File: src/rtl/dm_arbiter_if.sv
// Requester ports A/B plus the data-memory side of the arbiter, bundled as one interface.
interface dm_arbiter_if #(
  parameter int ADDR_WIDTH = 7,
  parameter int DATA_WIDTH = 8
) ();
  logic                  req_a, req_b;
  logic                  we_a, we_b;
  logic                  lock_a, lock_b;
  logic [ADDR_WIDTH-1:0] addr_a, addr_b;
  logic [DATA_WIDTH-1:0] wdata_a, wdata_b;
  logic                  gnt_a, gnt_b;
  logic                  rvalid_a, rvalid_b;
  logic [DATA_WIDTH-1:0] rdata_a, rdata_b;
  logic                  lock_timeout;
  logic [ADDR_WIDTH-1:0] mem_addr;
  logic                  mem_we;
  logic [DATA_WIDTH-1:0] mem_din;
  logic [DATA_WIDTH-1:0] mem_dout;

  modport slave (
    input  req_a, req_b, we_a, we_b, lock_a, lock_b,
    input  addr_a, addr_b, wdata_a, wdata_b, mem_dout,
    output gnt_a, gnt_b, rvalid_a, rvalid_b, rdata_a, rdata_b,
    output lock_timeout, mem_addr, mem_we, mem_din
  );

  modport master (
    output req_a, req_b, we_a, we_b, lock_a, lock_b,
    output addr_a, addr_b, wdata_a, wdata_b, mem_dout,
    input  gnt_a, gnt_b, rvalid_a, rvalid_b, rdata_a, rdata_b,
    input  lock_timeout, mem_addr, mem_we, mem_din
  );
endinterface

File: src/rtl/dm_arbiter.sv
// Two-port data-memory arbiter: zero-latency grant, round-robin or A-priority, lock with idle timeout.
// Read data registered one cycle after grant; losers simply keep req high.
module dm_arbiter #(
  parameter int ADDR_WIDTH   = 7,
  parameter int DATA_WIDTH   = 8,
  parameter int A_PRIORITY   = 0,
  parameter int LOCK_TIMEOUT = 15
) (
  input  logic        clk,
  input  logic        rst_n,
  dm_arbiter_if.slave bus
);

  localparam logic [1:0] FREE  = 2'd0;
  localparam logic [1:0] OWN_A = 2'd1;
  localparam logic [1:0] OWN_B = 2'd2;
  localparam logic [7:0] TO_LIM = 8'(LOCK_TIMEOUT);
  localparam logic       A_PRI  = (A_PRIORITY != 0);

  logic [1:0]            state_q, state_d;
  logic                  last_b_q, last_b_d;
  logic [7:0]            idle_cnt_q, idle_cnt_d;
  logic [ADDR_WIDTH-1:0] addr_q, addr_d;
  logic [DATA_WIDTH-1:0] din_q, din_d;
  logic                  rvalid_a_q, rvalid_b_q;
  logic [DATA_WIDTH-1:0] rdata_a_q, rdata_b_q;

  logic elig_a, elig_b, win_a, win_b, own_idle, timeout;

  // Grants are gated by rst_n so every output reads as idle while reset is held.
  always_comb begin
    elig_a   = rst_n & bus.req_a & (state_q != OWN_B);
    elig_b   = rst_n & bus.req_b & (state_q != OWN_A);
    win_a    = elig_a & (~elig_b | A_PRI | last_b_q);
    win_b    = elig_b & ~win_a;
    own_idle = ((state_q == OWN_A) & ~bus.req_a) | ((state_q == OWN_B) & ~bus.req_b);
    timeout  = own_idle & (idle_cnt_q == TO_LIM);
  end

  always_comb begin
    state_d    = state_q;
    last_b_d   = last_b_q;
    idle_cnt_d = idle_cnt_q;
    addr_d     = addr_q;
    din_d      = din_q;
    if (win_a) begin
      state_d    = bus.lock_a ? OWN_A : FREE;
      last_b_d   = 1'b0;
      idle_cnt_d = 8'd0;
      addr_d     = bus.addr_a;
      din_d      = bus.wdata_a;
    end else if (win_b) begin
      state_d    = bus.lock_b ? OWN_B : FREE;
      last_b_d   = 1'b1;
      idle_cnt_d = 8'd0;
      addr_d     = bus.addr_b;
      din_d      = bus.wdata_b;
    end else if (timeout) begin
      state_d    = FREE;
      idle_cnt_d = 8'd0;
    end else if (own_idle) begin
      idle_cnt_d = idle_cnt_q + 8'd1;
    end
  end

  always_ff @(posedge clk or negedge rst_n) begin
    if (!rst_n) begin
      state_q    <= FREE;
      last_b_q   <= 1'b1;
      idle_cnt_q <= 8'd0;
      addr_q     <= '0;
      din_q      <= '0;
      rvalid_a_q <= 1'b0;
      rvalid_b_q <= 1'b0;
      rdata_a_q  <= '0;
      rdata_b_q  <= '0;
    end else begin
      state_q    <= state_d;
      last_b_q   <= last_b_d;
      idle_cnt_q <= idle_cnt_d;
      addr_q     <= addr_d;
      din_q      <= din_d;
      rvalid_a_q <= win_a & ~bus.we_a;
      rvalid_b_q <= win_b & ~bus.we_b;
      if (win_a & ~bus.we_a) rdata_a_q <= bus.mem_dout;
      if (win_b & ~bus.we_b) rdata_b_q <= bus.mem_dout;
    end
  end

  // With no winner the address/data hold their last granted values so the memory sees a stable bus.
  assign bus.gnt_a        = win_a;
  assign bus.gnt_b        = win_b;
  assign bus.mem_addr     = win_a ? bus.addr_a  : (win_b ? bus.addr_b  : addr_q);
  assign bus.mem_din      = win_a ? bus.wdata_a : (win_b ? bus.wdata_b : din_q);
  assign bus.mem_we       = (win_a & bus.we_a) | (win_b & bus.we_b);
  assign bus.rvalid_a     = rvalid_a_q;
  assign bus.rvalid_b     = rvalid_b_q;
  assign bus.rdata_a      = rdata_a_q;
  assign bus.rdata_b      = rdata_b_q;
  assign bus.lock_timeout = timeout;

endmodule
File: src/flat_wrapper.sv
// flat-port wrapper written by rule: the top's interface ports become plain ports
module dm_arbiter_flat 
#(
  parameter int ADDR_WIDTH   = 7,
  parameter int DATA_WIDTH   = 8,
  parameter int A_PRIORITY   = 0,
  parameter int LOCK_TIMEOUT = 15
)
  (clk, rst_n, bus_req_a, bus_req_b, bus_we_a, bus_we_b, bus_lock_a, bus_lock_b, bus_addr_a, bus_addr_b, bus_wdata_a, bus_wdata_b, bus_mem_dout, bus_gnt_a, bus_gnt_b, bus_rvalid_a, bus_rvalid_b, bus_rdata_a, bus_rdata_b, bus_lock_timeout, bus_mem_addr, bus_mem_we, bus_mem_din);
  dm_arbiter_if #(.ADDR_WIDTH(ADDR_WIDTH), .DATA_WIDTH(DATA_WIDTH)) bus_i ();
  input  logic clk;
  input  logic rst_n;
  input wire logic [$bits(bus_i.req_a)-1:0] bus_req_a;
  input wire logic [$bits(bus_i.req_b)-1:0] bus_req_b;
  input wire logic [$bits(bus_i.we_a)-1:0] bus_we_a;
  input wire logic [$bits(bus_i.we_b)-1:0] bus_we_b;
  input wire logic [$bits(bus_i.lock_a)-1:0] bus_lock_a;
  input wire logic [$bits(bus_i.lock_b)-1:0] bus_lock_b;
  input wire logic [$bits(bus_i.addr_a)-1:0] bus_addr_a;
  input wire logic [$bits(bus_i.addr_b)-1:0] bus_addr_b;
  input wire logic [$bits(bus_i.wdata_a)-1:0] bus_wdata_a;
  input wire logic [$bits(bus_i.wdata_b)-1:0] bus_wdata_b;
  input wire logic [$bits(bus_i.mem_dout)-1:0] bus_mem_dout;
  output wire logic [$bits(bus_i.gnt_a)-1:0] bus_gnt_a;
  output wire logic [$bits(bus_i.gnt_b)-1:0] bus_gnt_b;
  output wire logic [$bits(bus_i.rvalid_a)-1:0] bus_rvalid_a;
  output wire logic [$bits(bus_i.rvalid_b)-1:0] bus_rvalid_b;
  output wire logic [$bits(bus_i.rdata_a)-1:0] bus_rdata_a;
  output wire logic [$bits(bus_i.rdata_b)-1:0] bus_rdata_b;
  output wire logic [$bits(bus_i.lock_timeout)-1:0] bus_lock_timeout;
  output wire logic [$bits(bus_i.mem_addr)-1:0] bus_mem_addr;
  output wire logic [$bits(bus_i.mem_we)-1:0] bus_mem_we;
  output wire logic [$bits(bus_i.mem_din)-1:0] bus_mem_din;
  assign bus_i.req_a = bus_req_a;
  assign bus_i.req_b = bus_req_b;
  assign bus_i.we_a = bus_we_a;
  assign bus_i.we_b = bus_we_b;
  assign bus_i.lock_a = bus_lock_a;
  assign bus_i.lock_b = bus_lock_b;
  assign bus_i.addr_a = bus_addr_a;
  assign bus_i.addr_b = bus_addr_b;
  assign bus_i.wdata_a = bus_wdata_a;
  assign bus_i.wdata_b = bus_wdata_b;
  assign bus_i.mem_dout = bus_mem_dout;
  assign bus_gnt_a = bus_i.gnt_a;
  assign bus_gnt_b = bus_i.gnt_b;
  assign bus_rvalid_a = bus_i.rvalid_a;
  assign bus_rvalid_b = bus_i.rvalid_b;
  assign bus_rdata_a = bus_i.rdata_a;
  assign bus_rdata_b = bus_i.rdata_b;
  assign bus_lock_timeout = bus_i.lock_timeout;
  assign bus_mem_addr = bus_i.mem_addr;
  assign bus_mem_we = bus_i.mem_we;
  assign bus_mem_din = bus_i.mem_din;
  dm_arbiter #(.ADDR_WIDTH(ADDR_WIDTH), .DATA_WIDTH(DATA_WIDTH), .A_PRIORITY(A_PRIORITY), .LOCK_TIMEOUT(LOCK_TIMEOUT)) u_core (.clk(clk), .rst_n(rst_n), .bus(bus_i));
endmodule
File: config.mk
export PLATFORM = sky130hd
export DESIGN_NAME = dm_arbiter_flat
export DESIGN_NICKNAME = d
export VERILOG_FILES = /design/src/rtl/dm_arbiter_if.sv /design/src/rtl/dm_arbiter.sv /design/src/flat_wrapper.sv
export SDC_FILE = /design/constraint.sdc
export NUM_CORES = 1
export LEC_CHECK = 0
export CORE_ASPECT_RATIO = 0.6
export CORE_UTILIZATION = 46
export CTS_CLUSTER_SIZE = 20
export DETAILED_ROUTE_END_ITERATION = 8
export MAX_ROUTING_LAYER = met4
export PLACE_DENSITY_LB_ADDON = 0.08
export SLEW_MARGIN = 5
export SYNTH_ARGS = -nofsm -noshare
export SYNTH_HDL_FRONTEND = slang
export SYNTH_SLANG_ARGS = --single-unit
File: constraint.sdc
create_clock -name clk -period 5.14 [get_ports clk]
set_input_delay 0.771 -clock clk [delete_from_list [all_inputs] [get_ports clk]]
set_output_delay 0.771 -clock clk [all_outputs]
set_load 0.01 [all_outputs]
### After elaboration in Yosys (flattened, before gate mapping)

Index checks and enable logic that the tools add are counted.

| storage, ports and cells | value |
|---|---|
| bits in read-only memories | 0 |
| latch bits | 0 |
| bits in writable memories | 0 |
| memories kept | 0 |
| register bits | 44 |

| cells by class | value |
|---|---|
| reduce and logical (&&, ||, !) cells | 3 |
| order comparisons | 0 |
| div/mod/pow operators | 0 |
| shift-type cells | 0 |
| eq/ne operators | 5 |
| muxes and demuxes | 15 |
| bitwise operators | 22 |
| add/subtract/negate cells | 1 |
| multiply operators | 0 |

Operator list:

| kind | count |
|---|---|
| $mux W8 | 6 |
| $mux W7 | 2 |
| $and A1 B1 Y1 | 13 |
| $add A8 B1 Y8 const B | 1 |
| $eq A8 B4 Y1 const B | 1 |
| $mux W2 | 4 |
| $not A1 Y1 | 6 |
| $reduce_bool A4 Y1 | 1 |
| $mux W1 | 3 |
| $or A1 B1 Y1 | 3 |
| $reduce_bool A3 Y1 | 1 |
| $eq A2 B1 Y1 const B | 1 |
| $eq A2 B2 Y1 const B | 1 |
| $ne A2 B1 Y1 const B | 1 |
| $ne A2 B2 Y1 const B | 1 |
| $reduce_bool A2 Y1 | 1 |

### Longest topological paths before layout

| depth | value |
|---|---|
| word-level depth | 9 |
| mapped depth | 6 |
| depth with buffers taken out | 5 |

### Worst setup path before layout

Ideal clock, no wire load.

| timing | value |
|---|---|
| kind | input to output |
| start | input port rst_n |
| end | output port bus_mem_addr[0] |
| path buffers | 1 |
| stages | 5 |
| arrival time | 1.818 ns |
| path slack | 2.551 ns |
| required time | 4.369 ns |
| cell sequence | and2_1 nand2_1 buf_2 mux2i_1 o21ai_0 |

| between the ends | value |
|---|---|
| cells in the longest elaborated chain, start to end | 9 |

RTL lines:

| item | line | text |
|---|---|---|
| from (decl) | flat_wrapper.sv:12 | `input logic rst_n;` |
| $and A1 B1 Y1 (2 in series) | dm_arbiter.sv:33 | `elig_b = rst_n & bus.req_b & (state_q != OWN_A);` |
| $not A1 Y1 | dm_arbiter.sv:34 | `win_a = elig_a & (~elig_b \| A_PRI \| last_b_q);` |
| $or A1 B1 Y1 | dm_arbiter.sv:34 |  |
| $and A1 B1 Y1 | dm_arbiter.sv:34 |  |
| $not A1 Y1 | dm_arbiter.sv:35 | `win_b = elig_b & ~win_a;` |
| $and A1 B1 Y1 | dm_arbiter.sv:35 |  |
| $mux W7 | dm_arbiter.sv:93 | `assign bus.mem_addr = win_a ? bus.addr_a : (win_b ? bus.addr_b : addr_q);` |
| $mux W7 (*) | dm_arbiter.sv:93 |  |
| to (decl) | flat_wrapper.sv:31 | `output wire logic [$bits(bus_i.mem_addr)-1:0] bus_mem_addr;` |

Mark *: on every way between the ends. The rest lies on a longest branch, timed or not.

### Worst setup path in the final report

| timing | value |
|---|---|
| start | input port bus_req_b |
| end | output port bus_mem_din[3] |

| between the ends | value |
|---|---|
| cells in the longest elaborated chain, start to end | 9 |

RTL lines:

| item | line | text |
|---|---|---|
| from (decl) | flat_wrapper.sv:14 | `input wire logic [$bits(bus_i.req_b)-1:0] bus_req_b;` |
| $and A1 B1 Y1 (*) (2 in series) | dm_arbiter.sv:33 |  |
| $not A1 Y1 | dm_arbiter.sv:34 |  |
| $or A1 B1 Y1 | dm_arbiter.sv:34 |  |
| $and A1 B1 Y1 | dm_arbiter.sv:34 |  |
| $not A1 Y1 | dm_arbiter.sv:35 |  |
| $and A1 B1 Y1 | dm_arbiter.sv:35 |  |
| $mux W8 | dm_arbiter.sv:94 | `assign bus.mem_din = win_a ? bus.wdata_a : (win_b ? bus.wdata_b : din_q);` |
| $mux W8 (*) | dm_arbiter.sv:94 |  |
| to (decl) | flat_wrapper.sv:33 | `output wire logic [$bits(bus_i.mem_din)-1:0] bus_mem_din;` |

Marks and branches as above.

==> flow_summary_export.csv <==
group,metric,value,unit
timing,rsz0062_at_grt,"false",
grt,overflow,0,
synthesis,ys_top_cells_by_area,"dfrtp_1 53%, mux2_2 7.1%, mux2i_1 5.9%",
worst_setup_path,cp-start-kind,"input pin",
hold_path,hold_class,"in2async",
synthesis,synth_common_cells,"43 x dfrtp_1, 19 x nand3_1, 13 x mux2_2, 13 x o21ai_0, 12 x mux2i_1",
floorplanning,die_area,4740,um2
worst_setup_path,criticalPathCategory,"in2out",
run_status,outcome,"finished, final reports clean",
clock_network,hold_buffers,0,
synthesis,syn-cell-area,2050,um2
final_layout,fin_util,0.720,
floorplanning,die_w,88.2,um
final_layout,finalInstanceArea,3010,um2
clock_network,htree_levels,2,
synthesis,ys_seq_elements,44,
clock_network,clk_latency,300,ps
grt,antenna_found_initial,0,
synthesis,syn_inst,184,
clock_network,numCtsBuffers,5,
floorplanning,fp.dieH,53.7,um
power_and_ir_drop,vdd_drop_max,0.000278,V
final_layout,n_fill_cell,341,
timing,fin_crit_sh,0.768,
placement,dpl_cell_area,2900,um2
drt,ant_nets,0,
worst_setup_path,end_kind,"output port",
grt,grt_start_max_net_pins,29,
grt,grt_usage,0.243,
drt,vias,1726,
timing,setup_violations,0,
synthesis,synth-edff-count,0,
synthesis,async_flop_share,1.00,
clock_network,cts_tree,"built",
floorplanning,start_util,0.489,
synthesis,seq_area_frac_synth,0.538,
timing,fmax,253,MHz
drt,drt_pass1_iterations,4,
timing,final_max_slew_viol_count,0,
synthesis,synth_cell_type_count,37,
synthesis,synth_most_common_cell,"dfrtp_1",
placement,port_buffers,82,
clock_network,clkTransAtPathRegs,90,ps
drt,first_iter_violations,83,
final_layout,finalNetCount,312,
timing,hold_viol,0,
power_and_ir_drop,p_leak,0.00128,uW
floorplanning,core,4190,um2
clock_network,clockRootBuffer,"clkbuf_8",
worst_setup_path,cp.required,4370,ps
synthesis,synth_warnings,0,
grt,grt_pass1_wl,8020,um
power_and_ir_drop,cellPowerDensity,403,nW/um2
placement,gp_congestion,0.795,
final_layout,layout-drive-gt1-share,0.109,
drt,viasPerCell,5.29,
floorplanning,boundaryPins,83,
timing,tns,0,ps
worst_setup_path,cp_max_fo,14,
worst_setup_path,critPathArrivalTime,3180,ps
timing,tightest_slew,776,ps
timing,finClkSkew,6.12,ps
synthesis,synth_ff_type,"dfrtp_1",
final_layout,diodes,0,
drt,routed_wl,5100,um
synthesis,yosysTopAreaCell,"dfrtp_1",
synthesis,synth_top_area_share,0.525,
clock_network,postCtsSetupBuffers,0,
grt,grt_pass1_vias,1574,
clock_network,clockBufferDepth,2,
final_layout,area.growth.synth_to_final,47.1,%
run,drv_cap,0,
timing,layout_min_cycle_time,3950,ps
synthesis,post_synth.cell_area_avg,11.1,um2
placement,dp_hpwl,3690,um
drt,drc,0,
clock_network,cts.repair.resized,0,
floorplanning,fp-row-count,18,
timing,slew_headroom,0.480,
synthesis,synth_fp_nets,231,
drt,wl_per_cell,15.6,um
clock_network,clock-sinks,44,
-- final timing paths --
path,end,slack [ps],startpoint,depth (start not counted)
max in group asynchronous,u_core.last_b_q$_DFFE_PN1P_,3950,rst_n,2
hold reg to reg,u_core.bus.rdata_b[4]$_DFFE_PN0P_,500,u_core.bus.rdata_b[4]$_DFFE_PN0P_,1
min in group clk,u_core.bus.rdata_b[4]$_DFFE_PN0P_,500,u_core.bus.rdata_b[4]$_DFFE_PN0P_,1
setup reg to reg,u_core.bus.rdata_b[7]$_DFFE_PN0P_,2890,u_core.state_q[1]$_DFFE_PN0P_,4
setup / recovery,bus_mem_din[3],1190,bus_req_b,6
hold / removal,u_core.idle_cnt_q[0]$_DFFE_PN0P_,420,rst_n,1
-- cell type report --
class                   count  area (um2)  share of cell area
flip-flops and latches     44        1100               0.366
clock inverters             3        42.5              0.0141
clock buffers               5        68.8              0.0228
inverters                   4        15.0             0.00498
multi-input cells         125         872               0.289
repair buffers             85         838               0.278
well taps                  60        75.1              0.0249
-- placed cells by master (no fill, tap or decap), drive strengths merged, types with 2 or more instances in the layout --
cell / n
a21oi: 7
mux2: 16
a31oi: 3
or3b: 2
o21ai: 17
clkbuf: 5
or4: 4
dfrtp: 43
nand2: 9
nor2: 8
o31ai: 3
and2: 3
buf: 4
xnor2: 4
inv: 4
nor2b: 2
nand3: 19
a221o: 3
mux2i: 12
clkdlybuf4s50: 81
-- routing by layer --
layer / GRT usage / wire (um)
met5: - / 0
met4: 0.0968 / 74
met3: 0.0613 / 302
met2: 0.324 / 2050
met1: 0.350 / 2670
-- power by group --
group | switching (uW) | leakage (uW) | internal, uW
Clock | 123 | 0.0000541 | 144
Sequential | 51.2 | 0.000547 | 443
Combinational | 193 | 0.000676 | 261
-- per-stage QoR --
step	total power (uW)	std cells	hold WS, ps	setup slack [ps]
after detailed placement	952	318	484	1220
after global placement	942	318	476	1300
after floorplan	696	184	475	2550
final	1220	326	417	1190
after CTS	1220	326	430	1170
after global routing	1280	326	444	1060
-- sequential cells by signal, summed over array words and instances (netlist names) --
| name | cells |
|---|---|
| u_core.addr_q | 7 |
| u_core.state_q | 2 |
| u_core.bus.rvalid_a | 1 |
| u_core.last_b_q | 1 |
| u_core.bus.rdata_b | 8 |
| u_core.bus.rdata_a | 8 |
| u_core.idle_cnt_q | 8 |
| u_core.din_q | 8 |
| u_core.bus.rvalid_b | 1 |
-- kinds of logic (layout without fill, tap and decap cells) --
family          Yosys count  in the layout  synth area share
simple gates             53             53             0.139
buf+inv                  15             97            0.0366
flops                    44             44             0.538
xor+xnor                  4              4            0.0171
fa+ha+maj                 1              1           0.00610
compound gates           39             39             0.117
mux                      28             28             0.147
-- worst max-delay path, stage by stage --
cell and delay (ps):
clkdlybuf4s50_1 530, and2_1 210, nand2_1 470, mux2i_1 250, o21ai_0 300, clkdlybuf4s50_1 640
Power figures use the tool's default switching activity.
